[config.mk]
export PLATFORM = sky130hd
export DESIGN_NAME = alu_result_fifo
export DESIGN_NICKNAME = d
export VERILOG_FILES = /design/src/rtl/alu_result_fifo.sv
export SDC_FILE = /design/constraint.sdc
export NUM_CORES = 1
export LEC_CHECK = 0
export ABC_AREA = 1
export BUFFER_PORTS_ARGS = -buffer_cell sky130_fd_sc_hd__clkbuf_2
export CORE_MARGIN = 2
export CORE_UTILIZATION = 40
export CTS_CLUSTER_SIZE = 20
export DETAILED_ROUTE_END_ITERATION = 10
export PLACE_DENSITY = 0.72
export SYNTH_ARGS = -nofsm -noshare
export SYNTH_HDL_FRONTEND = slang
export SYNTH_SLANG_ARGS = --single-unit
[constraint.sdc]
create_clock -name clk -period 1.9 [get_ports clk]
set_clock_uncertainty 0.2 [all_clocks]
set_input_delay 0.095 -clock clk [delete_from_list [all_inputs] [get_ports clk]]
set_output_delay 0.095 -clock clk [all_outputs]
set_load 0.03 [all_outputs]
[src/rtl/alu_result_fifo.sv]
// alu_result_fifo: first-word-fall-through capture FIFO for ALU result/carry pairs,
// with a saturating carry counter. Define ALU_RESULT_SUM_EN to add the sum_out running sum.
module alu_result_fifo #(
    parameter int DATA_W = 3,
    parameter int DEPTH  = 4,
    parameter int CNT_W  = 8
) (
    input  logic                       clk,
    input  logic                       rst_n,
    input  logic                       in_valid,
    input  logic [DATA_W-1:0]          in_data,
    input  logic                       in_carry,
    output logic                       in_ready,
    output logic                       out_valid,
    output logic [DATA_W-1:0]          out_data,
    output logic                       out_carry,
    input  logic                       out_ready,
    input  logic                       clr_stats,
    output logic [$clog2(DEPTH+1)-1:0] count,
`ifdef ALU_RESULT_SUM_EN
    output logic [DATA_W+4:0]          sum_out,
`endif
    output logic [CNT_W-1:0]           carry_cnt
);

    localparam int PTR_W = $clog2(DEPTH);
    localparam int OCC_W = $clog2(DEPTH + 1);

    typedef struct packed {
        logic              carry;
        logic [DATA_W-1:0] data;
    } entry_t;

    entry_t            r_mem [DEPTH];
    logic [PTR_W-1:0]  r_wr_ptr;
    logic [PTR_W-1:0]  r_rd_ptr;
    logic [OCC_W-1:0]  r_count;
    logic [CNT_W-1:0]  r_carry_cnt;

    logic              w_push;
    logic              w_pop;
    entry_t            w_head;

    // Full blocks pushes even when a pop is happening in the same cycle.
    assign in_ready  = (r_count != OCC_W'(DEPTH));
    assign out_valid = (r_count != '0);
    assign w_push    = in_valid && in_ready;
    assign w_pop     = out_valid && out_ready;

    assign w_head    = out_valid ? r_mem[r_rd_ptr] : '0;
    assign out_data  = w_head.data;
    assign out_carry = w_head.carry;
    assign count     = r_count;
    assign carry_cnt = r_carry_cnt;

    // NOTE: storage is deliberately not reset; out_valid gates the head so stale entries never leak.
    always_ff @(posedge clk) begin
        if (w_push) begin
            r_mem[r_wr_ptr] <= '{carry: in_carry, data: in_data};
        end
    end

    // NOTE: sequential state uses non-blocking assignments so every register samples pre-edge values.
    always_ff @(posedge clk or negedge rst_n) begin
        if (!rst_n) begin
            r_wr_ptr <= '0;
            r_rd_ptr <= '0;
            r_count  <= '0;
        end else begin
            if (w_push) begin
                r_wr_ptr <= r_wr_ptr + PTR_W'(1);
            end
            if (w_pop) begin
                r_rd_ptr <= r_rd_ptr + PTR_W'(1);
            end
            case ({w_push, w_pop})
                2'b10:   r_count <= r_count + OCC_W'(1);
                2'b01:   r_count <= r_count - OCC_W'(1);
                default: r_count <= r_count;
            endcase
        end
    end

    always_ff @(posedge clk or negedge rst_n) begin
        if (!rst_n) begin
            r_carry_cnt <= '0;
        end else if (clr_stats) begin
            r_carry_cnt <= '0;
        end else if (w_push && in_carry && (r_carry_cnt != '1)) begin
            r_carry_cnt <= r_carry_cnt + CNT_W'(1);
        end
    end

`ifdef ALU_RESULT_SUM_EN
    logic [DATA_W+4:0] r_sum;

    always_ff @(posedge clk or negedge rst_n) begin
        if (!rst_n) begin
            r_sum <= '0;
        end else if (clr_stats) begin
            r_sum <= '0;
        end else if (w_push) begin
            r_sum <= r_sum + (DATA_W+5)'({in_carry, in_data});
        end
    end

    assign sum_out = r_sum;
`endif

endmodule
After elaboration in Yosys (flattened, before gate mapping)
Memory sizes are Yosys's and may differ from the RTL's. Index checks and enable logic that the tools add are counted.

Memories: 1. Input bits: 9. Bits in writable memories: 16. Register bits after elaboration: 15. Output and inout port bits: 17. Logic and storage cells: 27.

Memories: r_mem (words 4, width 4, read ports 1, clocked after memory_dff 0, write ports 1, line 34) `entry_t r_mem [DEPTH];`.

$add $sub $neg: 5. Equality and inequality tests: 4. Reduce and logical (&&, ||, !) cells: 7. Mux-type cells: 6.

Operator list (count): $mux 8 (2); $add 8x1->8 const B (1); $ne 8x8->1 const B (1); $pmux 3 s2 (1); $add 2x1->2 const B (2); $logic_and 1x1->1 (4); $mux 4 (1); $reduce_bool 2->1 (2); $add 3x1->3 const B (1); $ne 3x3->1 const B (1); $reduce_bool 3->1 (1); $sub 3x1->3 const B (1); $eq 2x1->1 const B (1); $eq 2x2->1 const B (1); $mux 1 (2).

Logic depth before layout (Yosys ltp)
Gate-level depths: netlist (run 1).

Depth after elaboration: 6. Mapped depth: 10. Mapped depth without buffers: 10.

Worst setup path before layout (run 1)
No wires, ideal clock.

Kind: register to register. From: register r_count[2], in the netlist count[2]. To: register r_count[2], in the netlist count[2]. Stages on the path, launching flop included: 11. Buffers on the path: 0. Library setup time: 131 ps. Data arrival time: 2081 ps. Slack: -512 ps. Cell sequence: dfrtp_1 -> inv_1 -> nand2_1 -> nand2_1 -> inv_1 -> ha_1 -> inv_1 -> fa_1 -> a21oi_1 -> o21ai_0 -> xor2_1.

Word-level cells in the longest chain between the ends: 4. Elaborated cells on any way between the ends: 10. Those cells by class: add/sub (2); eq/ne (3); mux (1); reduce/logical (4).

Ends and longest elaborated chain: start: declaration (line 37) `logic [OCC_W-1:0] r_count;`; start signal: assignment (line 77) `2'b10: r_count <= r_count + OCC_W'(1);`; start signal: assignment (line 78) `2'b01: r_count <= r_count - OCC_W'(1);`; start signal: assignment (line 79) `default: r_count <= r_count;`; $reduce_bool 3->1 * (line 46) `assign out_valid = (r_count != '0);`; net out_valid (line 14) `output logic out_valid,`; $logic_and 1x1->1 * (line 48) `assign w_pop = out_valid && out_ready;`; net w_pop (line 41) `logic w_pop;`; $eq 2x1->1 or $eq 2x2->1 (tied branches) (line 76) `case ({w_push, w_pop})`; $pmux 3 s2 or $reduce_bool 2->1 (tied branches).

The timed path passes the listed nets; every way through them passes the cells marked *. A chain may end at the register's enable or synchronous reset.

Worst setup path in the final report (run 1)
From: register r_count[1], in the netlist count[1]. To: register r_count[2], in the netlist count[2].

Word-level cells in the longest chain between the ends: 4. Elaborated cells on any way between the ends: 10. Those cells by class: add/sub (2); eq/ne (3); mux (1); reduce/logical (4).

Ends and longest elaborated chain (line): $ne 3x3->1 or $reduce_bool 3->1 (tied branches) (45, 46); $logic_and 1x1->1, on equally long branches (47, 48); $eq 2x1->1 or $eq 2x2->1 (tied branches) (76); $pmux 3 s2 or $reduce_bool 2->1 (tied branches).

Several ways; a longest one is shown, not always the timed one.

==> results of run 1 <==
==> through the flow <==
stage / setup TNS, ns / instances / power (mW)
after floorplan: -0.209 / 169 / 1.85
after global placement: 0 / 245 / 2.17
after detailed placement: -0.0297 / 245 / 2.20
after CTS: 0 / 262 / 2.89
after global routing: -0.0706 / 263 / 3.10
final: 0 / 263 / 2.90
==> sequential cells by signal, summed over array words and instances (netlist names) <==
name and count:
count 3, r_mem 16, r_wr_ptr 2, carry_cnt 8
r_rd_ptr 2
==> final cells by class <==
class	count	area (um2)	share of cell area, %
sequential	31	860	42.0
multi-input combinational	112	667	32.6
timing repair buffer	40	255	12.5
clock inverter	3	43.8	2.14
inverter	24	90.1	4.41
tap	48	60.1	2.94
clock buffer	5	68.8	3.37
==> tightest hold or removal path, cell delays in order <==
cell and delay [ns]:
clkbuf_2 0.10, nand3_1 0.13, nor2_4 0.08, nand3_1 0.06
nand2_1 0.04
==> metal layers <==
metal  vias up  GRT usage, %  share of wire [%]
li1        637             -                  -
met1       555          19.1                 42
met2        37          24.6                 51
met3         7          3.04                5.2
met4         0          7.65                1.7
met5         -             0                  0
==> power by group through the flow <==
stage          logic, mW  registers [mW]  clock network [mW]
2_1_floorplan      0.790            1.06                   0
3_3_place_gp        1.15            1.02                   0
3_5_place_dp        1.17            1.02                   0
4_1_cts             1.22            1.01               0.657
5_1_grt             1.38            1.03               0.690
6_report            1.24            1.01               0.645
==> synth_stat cells (3+ instances only) <==
master	number
nor2_1	28
nand2_1	24
inv_1	23
nand3_1	22
edfxtp_1	16
dfrtp_1	15
o21ai_0	11
a21oi_1	6
ha_1	6
xor2_1	3
==> worst paths after layout <==
check                                to  slack (ns)  cells past startpoint
min in group asynchronous  carry_cnt[7]        0.07                      2
setup / recovery               count[2]       0.002                      9
hold reg to reg             r_wr_ptr[0]        0.35                      1
max in group asynchronous      count[1]        1.13                      2
hold / removal             carry_cnt[7]        0.05                      5
setup reg to reg               count[2]       0.002                      9
==> cell usage in the layout, fill, tap and decap left out <==
master / instances
a21boi_4: 1
a21oi_1: 5
a21oi_2: 1
buf_4: 8
bufinv_16: 1
clkbuf_2: 25
clkbuf_8: 5
clkinv_2: 1
clkinv_4: 1
dfrtp_1: 12
dfrtp_2: 3
dlygate4sd3_1: 7
edfxtp_1: 16
fa_2: 1
ha_1: 5
ha_4: 1
inv_1: 18
inv_2: 6
nand2_1: 22
nand2_2: 1
nand2_4: 3
nand3_1: 22
nand3_4: 1
nor2_1: 28
nor2_2: 1
nor2_4: 3
o21ai_0: 9
o21ai_1: 1
o21ai_2: 1
o21bai_1: 2
xnor2_1: 1
xor2_1: 3
==> what timing repair did <==
| item | in CTS | in global routing |
|---|---|---|
| pin swaps | 3 | 1 |
| endpoints found under the hold margin | 35 | 0 |
| hold buffers | 7 | 0 |
| gates resized for setup | 2 | 1 |
| setup buffers | 2 | 1 |
| endpoints found under the setup margin | 2 | 2 |
==> cells by family (layout without fill, tap and decap cells) <==
family	count (synthesis)	count (layout)
fa+ha+maj	7	7
xor+xnor	4	4
buf+inv	26	72
flops	31	31
simple gates	81	81
compound gates	20	20
==> flow_summary.toml, run 1 <==
[pwr]
clock_power_share_pct = 22.3
intPower_mw = 1.72
p_sw_mw = 1.18
p_leak_nw = 0.972
seq_power_share_pct = 34.9
pwr_density_cell_nw_per_um2 = 1420
ir_drop_uv = 519
swShare_pct = 40.6
comb_power_share_pct = 42.8

[job]
max-cap-violations = 0

[global_routing]
grt_max_degree = 16
grt_first_pass_wirelength_mm = 4.94
grt-ovfl-total = 0
grt_pass1_vias = 1145
antenna_found_initial = 0
track_usage_pct = 15.1

[route]
drtAntennaViolNets = 0
vias_per_cell = 4.70
wl_per_cell_um = 11.4
drc = 0
drt_iter0_drc = 45
drt_wl_total_mm = 3.00
drt_first_pass_iters = 4
via_count = 1236

[layout]
post-route-util_pct = 55.0
diodes = 0
fin_nets = 230
n_fill_cell = 337
drive_gt1_share_pct = 29.8
area_delta_synth_final_pct = 29.4
stdcell_area_um2 = 2040

[critical_path]
slowest_delay_ns = 0.42
path_cells = "nor2_4 > a21boi_4 > inv_2 > ha_4 > inv_2 > fa_2 > a21oi_2 > o21ai_1 > xor2_1"
worst-path-max-fanout = 3
setup.worst_path.class = "reg2reg"
rr_startpoint = "count[1]"
crit_top_cell = "inv_2"
arrival_ns = 1.87
worst-path-buf-inv = 2
required_ns = 1.87
cp_top_family = "adder cells"
crit_path_start_kind = "register"
crit_slowest_cell = "dfrtp_2"
cp-startpoint = "count[1]"
endpoint_kind = "register"

[yosys]
synth_top_area_share_pct = 30.4
synth_top_family_by_area = "simple AND/OR/NAND/NOR gates"
syn_area_um2 = 1580
synth_fa_ha_area_share_pct = 6.02
ys_async_sr_fraction_pct = 48.4
synth.distinct_cells = 21
synth_seq_area_share_pct = 54.2
synthXorXnorAreaFrac_pct = 2.22
synth.avg_cell_area_um2 = 9.35
postSynthCellCount = 169
yosysWarnings = 0
yosys.area_share.simple_pct = 23.8
synth_edf_count = 16
synth_area_leaders = "edfxtp_1 30%, dfrtp_1 24%, nand3_1 7.0%, nor2_1 6.7%, nand2_1 5.7%"
synth_top_cell_by_area = "edfxtp_1"
syn-num-nets = 185
synth_compound_area_share_pct = 7.52
synth.area.mux_share_pct = 0
ys.flop_type = "edfxtp_1"
synth-seq-cells = 31

[cts]
clock-root-buffer = "clkbuf_8"
clk-insertion-delay-late_ns = 0.28
cts_tree = "done"
clkTransAtPathRegs_ns = 0.07
numCtsBuffers = 5
clockBufferDepth = 2
cts_max_level = 2
clock_sinks = 31

[floorplanning]
die_x_um = 66.9
io_pins = 26
die_h_um = 66.9
rows = 22
core_area_um2 = 3720
initial_utilization_pct = 42.5
die_area_um2 = 4470

[min_path]
hp-start = "in_valid"
hold_path_class = "in2reg"

[sta]
whs_ns = 0.0514
relSlewSlack_pct = 73.9
setup_viol = 0
fmax_mhz = 527
worst_pin_slew_ns = 0.390
finalHoldViolCount = 0
fin_ws_ns = 0.00226
rsz0062_at_grt = "true"
slew_violations = 0
min_period_over_period_pct = 99.9
post-route-min-period_ns = 1.90

[placed_design]
dp_hpwl_mm = 2.08
dpl_cell_area_um2 = 1830
numPortBuffers = 25
place_ws_ns = -0.0297
gp_congestion = 0.774

[outcome]
outcome = "finished clean"
Power figures use the tool's default switching activity.
==> inputs of run 2 (changes only) <==
- ABC_AREA: 1 -> default
- PLACE_DENSITY: 0.72 -> 0.73
==> flow_summary.toml, run 2 <==
[yosys]
synth_area_leaders = "edfxtp_1 33%, dfrtp_1 26%, mux4_2 6.2%, ha_1 5.1%, xor2_1 2.4%"
yosysWarnings = 0
postSynthCellCount = 105
syn_area_um2 = 1460
synth.distinct_cells = 28
post-synth-top-count-cell = "edfxtp_1"
syn-num-nets = 121
synth_top_area_share_pct = 32.9
ys.flop_type = "edfxtp_1"
ys_async_sr_fraction_pct = 48.4
synth_seq_area_share_pct = 58.6
synth_top_cell_by_area = "edfxtp_1"
synth-seq-cells = 31
synth_edf_count = 16
synth_common_cells = "16 x edfxtp_1, 15 x dfrtp_1, 6 x a21oi_1, 6 x ha_1, 6 x inv_1"
synth.avg_cell_area_um2 = 13.9

[route]
drc = 0
wl_per_cell_um = 14.5
drtAntennaViolNets = 0
drt_first_pass_iters = 4
via_count = 1055
drt_wl_total_mm = 3.02
drt_iter0_drc = 21
vias_per_cell = 5.07

[pwr]
p_total_mw = 2.82
p_leak_nw = 0.858
seq_power_share_pct = 35.9
clock_power_share_pct = 12.5
swShare_pct = 35.8
p_sw_mw = 1.01
ir_drop_uv = 855
intPower_mw = 1.81
comb_power_share_pct = 51.6
pwr_density_cell_nw_per_um2 = 1380

[sta]
rsz0062_at_grt = "true"
whs_ns = 0.00431
setup_viol = 13
slew_violations = 0
fmax_mhz = 472
worst_pin_slew_ns = 0.378
min_period_over_period_pct = 112
relSlewSlack_pct = 74.8
fin_ws_ns = -0.221
finalHoldViolCount = 0
post-route-min-period_ns = 2.12

[cts]
clkTransAtPathRegs_ns = 0.09
clock_sinks = 31
cts_tree = "done"
clk-insertion-delay-late_ns = 0.33
clock-root-buffer = "clkbuf_4"
cts_max_level = 2
clockBufferDepth = 2
numCtsBuffers = 5

[global_routing]
grt_first_pass_wirelength_mm = 5.18
grt_pass1_vias = 1099
track_usage_pct = 17.2
grt-ovfl-total = 0
antenna_found_initial = 0
grt_max_degree = 16

[critical_path]
arrival_ns = 2.18
required_ns = 1.96
slowest_delay_ns = 0.44
worst-path-buf-inv = 1
worstRegToRegCells = 8
crit_path_start_kind = "register"
worst-path-max-fanout = 3
endpoint_kind = "register"
worst-path-stages = 8
path_cells = "or3b_4 > nand2_4 > ha_4 > inv_2 > fa_2 > xor2_1 > nor2_1 > xor2_1"
crit_slowest_cell = "dfrtp_2"
setup.worst_path.class = "reg2reg"
crit_top_cell = "xor2_1"
cp_top_family = "simple AND/OR/NAND/NOR gates"

[job]
max-cap-violations = 0

[placed_design]
dp_hpwl_mm = 2.04
numPortBuffers = 25
gp_congestion = 0.787

[floorplanning]
die_h_um = 64.4
io_pins = 26
initial_utilization_pct = 42.7
die_area_um2 = 4150
core_area_um2 = 3420
rows = 21
die_x_um = 64.4

[layout]
fin_nets = 177
top_register = "r_mem"
largest_reg_flops = 16
n_fill_cell = 295
post-route-util_pct = 59.9
final_cell_mix = "19 x clkbuf_2, 16 x edfxtp_1, 15 x buf_4, 9 x dfrtp_1, 7 x dlygate4sd3_1"
drive_gt1_share_pct = 53.1
area_delta_synth_final_pct = 40.0
final_common_cell = "clkbuf_2"
diodes = 0

[outcome]
violations = "setup timing"
outcome = "complete, but fails checks"

[min_path]
hold_path_class = "in2async"
run 2: cell count changes after synthesis, sizes merged, moves of 4 or more:
| cell | previous run | this run |
|---|---|---|
| inv | 24 | 6 |
| o21ai | 11 | 5 |
| mux4 | 0 | 4 |
| or3 | 0 | 6 |
| nand3 | 23 | 3 |
| and3 | 0 | 4 |
| and2 | 0 | 5 |
| nor2 | 32 | 3 |
| nand2 | 26 | 4 |
run 2: final cells by class:
class / count / area, um2 / share of cell area, %
timing repair buffer: 52 / 414 / 20.3
inverter: 6 / 22.5 / 1.10
multi-input combinational: 65 / 638 / 31.2
sequential: 31 / 863 / 42.2
tap: 46 / 57.6 / 2.82
clock buffer: 8 / 48.8 / 2.39
run 2: logic make-up after synthesis:
family,count (synthesis),share of synthesized area (%)
flops,31,58.6
xor+xnor,7,4.20
simple gates,30,12.7
compound gates,13,6.08
fa+ha+maj,7,6.51
mux,7,8.31
buf+inv,10,3.60
run 2: stage by stage:
step / cells / setup TNS (ns) / cell area (um2) / setup WS (ns)
floorplan: 105 / -0.631 / 1500 / -0.373
global placement: 186 / -0.272 / 1750 / -0.160
detailed placement: 186 / -0.577 / 1750 / -0.227
CTS: 205 / -1.23 / 1970 / -0.218
global route: 208 / -1.89 / 2040 / -0.310
finish: 208 / -0.892 / 2040 / -0.221
run 2: path summary, 6_finish.rpt:
check	startpoint	end	slack [ns]
max	count[1]	count[2]	-0.22
min	rst_n	r_rd_ptr[0]	0.004
max reg2reg	count[1]	count[2]	-0.22
min reg2reg	r_wr_ptr[0]	r_wr_ptr[0]	0.36
max in group asynchronous	rst_n	carry_cnt[0]	1.20
min in group clk	in_valid	count[0]	0.09
run 2: power by group through the flow:
stage | Sequential, mW | Clock [mW] | Combinational [mW]
finish | 1.01 | 0.352 | 1.46
global route | 1.04 | 0.396 | 1.56
CTS | 1.01 | 0.369 | 1.32
detailed placement | 1.02 | 0 | 1.11
global placement | 1.00 | 0 | 1.08
floorplan | 1.05 | 0 | 0.728
run 2: layer usage:
metal | GRT usage, % | wire length, um | part of all wire (%)
met2 | 28.8 | 1650 | 55
met3 | 5.56 | 139 | 4.6
met1 | 19.4 | 1150 | 38
met5 | 0 | 0 | 0
met4 | 9.57 | 79 | 2.6
run 2: what timing repair did:
| item | CTS | global route |
|---|---|---|
| pin swaps | 4 | 14 |
| gates resized for setup | 15 | 22 |
| hold endpoints to repair | 41 | 0 |
| endpoints found under the setup margin | 13 | 13 |
| setup buffers | 3 | 4 |
| hold buffers | 7 | 0 |
| cloned | 1 | 0 |
==> inputs of run 3 (changes only) <==
--- a/config.mk
+++ b/config.mk
@@ -10,5 +10,5 @@
 export CORE_UTILIZATION = 40
-export CTS_CLUSTER_SIZE = 20
+export CTS_CLUSTER_SIZE = 40
 export DETAILED_ROUTE_END_ITERATION = 10
-export PLACE_DENSITY = 0.73
+export PLACE_DENSITY = 0.7
 export SYNTH_ARGS = -nofsm -noshare
==> constraint.sdc (replaced) <==
create_clock -name clk -period 2.01 [get_ports clk]
set_clock_uncertainty 0.2 [all_clocks]
set_input_delay 0.201 -clock clk [delete_from_list [all_inputs] [get_ports clk]]
set_output_delay 0.201 -clock clk [all_outputs]
set_load 0.03 [all_outputs]
==> flow_summary.toml, run 3 (same netlist as run 2, synthesis figures left out) <==
[outcome]
outcome = "complete, but fails checks"
violations = "setup timing"

[sta]
slew_violations = 0
min_period_over_period_pct = 104
relSlewSlack_pct = 73.8
worst_pin_slew_ns = 0.392
fin_ws_ns = -0.0798
rsz0062_at_grt = "true"
post-route-min-period_ns = 2.09
fmax_mhz = 479
fin_setup_tns_ns = -0.0808
setup_viol = 2
finalHoldViolCount = 0

[global_routing]
grt_pass1_vias = 1051
grt-ovfl-total = 0
grt_first_pass_wirelength_mm = 4.65
grt_max_degree = 16
track_usage_pct = 15.7
antenna_found_initial = 0

[route]
drt_wl_total_mm = 2.76
via_count = 990
drtAntennaViolNets = 0
drc = 0
drt_iter0_drc = 13
drt_first_pass_iters = 4
wl_per_cell_um = 13.7
vias_per_cell = 4.93

[cts]
clock-root-buffer = "clkbuf_4"
clkTransAtPathRegs_ns = 0.10
clk-insertion-delay-late_ns = 0.33
clock_sinks = 31
cts_max_level = 2
numCtsBuffers = 5
cts_tree = "done"
clockBufferDepth = 2

[floorplanning]
initial_utilization_pct = 42.7
io_pins = 26
rows = 21
die_area_um2 = 4150
die_h_um = 64.4
die_x_um = 64.4
core_area_um2 = 3420

[pwr]
clock_power_share_pct = 13.1
ir_drop_uv = 773
pwr_density_cell_nw_per_um2 = 1330
comb_power_share_pct = 50.1
intPower_mw = 1.64
p_total_mw = 2.57
swShare_pct = 36.2
p_leak_nw = 0.819
p_sw_uw = 932
seq_power_share_pct = 36.8

[placed_design]
place_ws_ns = -0.116
numPortBuffers = 25
gp_congestion = 0.739
dp_hpwl_mm = 1.94

[layout]
drive_gt1_share_pct = 48.4
final_common_cell = "clkbuf_2"
area_delta_synth_final_pct = 32.1
final_cell_mix = "21 x clkbuf_2, 16 x edfxtp_1, 15 x buf_4, 11 x dfrtp_1, 6 x dlygate4sd3_1"
post-route-util_pct = 56.5
diodes = 0
fin_nets = 170
largest_reg_flops = 16
top_register = "r_mem"

[critical_path]
crit_path_start_kind = "register"
worst-path-max-fanout = 3
slowest_delay_ns = 0.42
arrival_ns = 2.15
setup.worst_path.class = "reg2reg"
path_cells = "or3b_4 > nand2_4 > ha_4 > inv_2 > fa_2 > xor2_1 > nor2_1 > xor2_1"
crit_slowest_cell = "dfrtp_2"
crit_top_cell = "xor2_1"
endpoint_kind = "register"
required_ns = 2.07

[job]
max-cap-violations = 0

[min_path]
hold_path_class = "in2reg"
==> run 3: timing repair <==
item,4_1_cts,5_1_grt
hold buffers,6,0
resized for setup,14,6
pin swaps,7,2
hold endpoints to repair,39,0
setup buffers,2,3
setup endpoints to repair,6,10
==> run 3: routing by layer <==
metal  up-vias  share of wire, %  track usage, %  wire [um]
li1        479                 -               -          -
met1       481                43            17.6       1180
met2        24                51            26.6       1400
met3         6               3.9            3.65        108
met4         0               2.3            10.4         63
met5         -                 0               0          0
==> run 3: power groups by stage <==
stage | Clock, mW | Sequential [mW] | Combinational, mW
floorplan | 0 | 0.994 | 0.688
global placement | 0 | 0.944 | 1.02
detailed placement | 0 | 0.958 | 1.05
CTS | 0.349 | 0.948 | 1.25
global route | 0.386 | 0.964 | 1.39
finish | 0.336 | 0.946 | 1.29
==> run 3: critical path, delay by kind of cell, from the launching register on <==
kind / cells / cell delay (ns)
xor gates and xnor gates: 2 / 0.29
adders and majority gates: 2 / 0.46
buffers and inverters: 1 / 0.03
DFF: 1 / 0.42
and+or+nand+nor: 3 / 0.62
==> run 3: area by class of cell <==
cell class	count	area, um2
fill	299	1490
sequential	31	861
multi-input combinational	64	601
timing repair buffer	46	338
tap	46	57.6
clock buffer	6	41.3
inverter	6	22.5
clock inverter	2	8.76
==> run 3: worst paths after layout <==
| check | start | endpoint | cells past startpoint | slack [ns] |
|---|---|---|---|---|
| hold / removal | out_ready | r_rd_ptr[0] | 4 | 0.09 |
| hold reg to reg | r_wr_ptr[0] | r_wr_ptr[0] | 1 | 0.36 |
| setup / recovery | count[1] | count[2] | 8 | -0.08 |
| min in group asynchronous | rst_n | r_rd_ptr[1] | 2 | 0.11 |
| setup reg to reg | count[1] | count[2] | 8 | -0.08 |
| max in group asynchronous | rst_n | count[2] | 2 | 1.19 |
==> run 3: metrics by stage <==
stage / hold WS [ns] / area [um2] / std cells
floorplan: -0.295 / 1490 / 105
global placement: -0.0615 / 1720 / 182
detailed placement: -0.0511 / 1720 / 182
CTS: 0.0802 / 1890 / 198
global route: 0.0933 / 1930 / 201
finish: 0.0875 / 1930 / 201
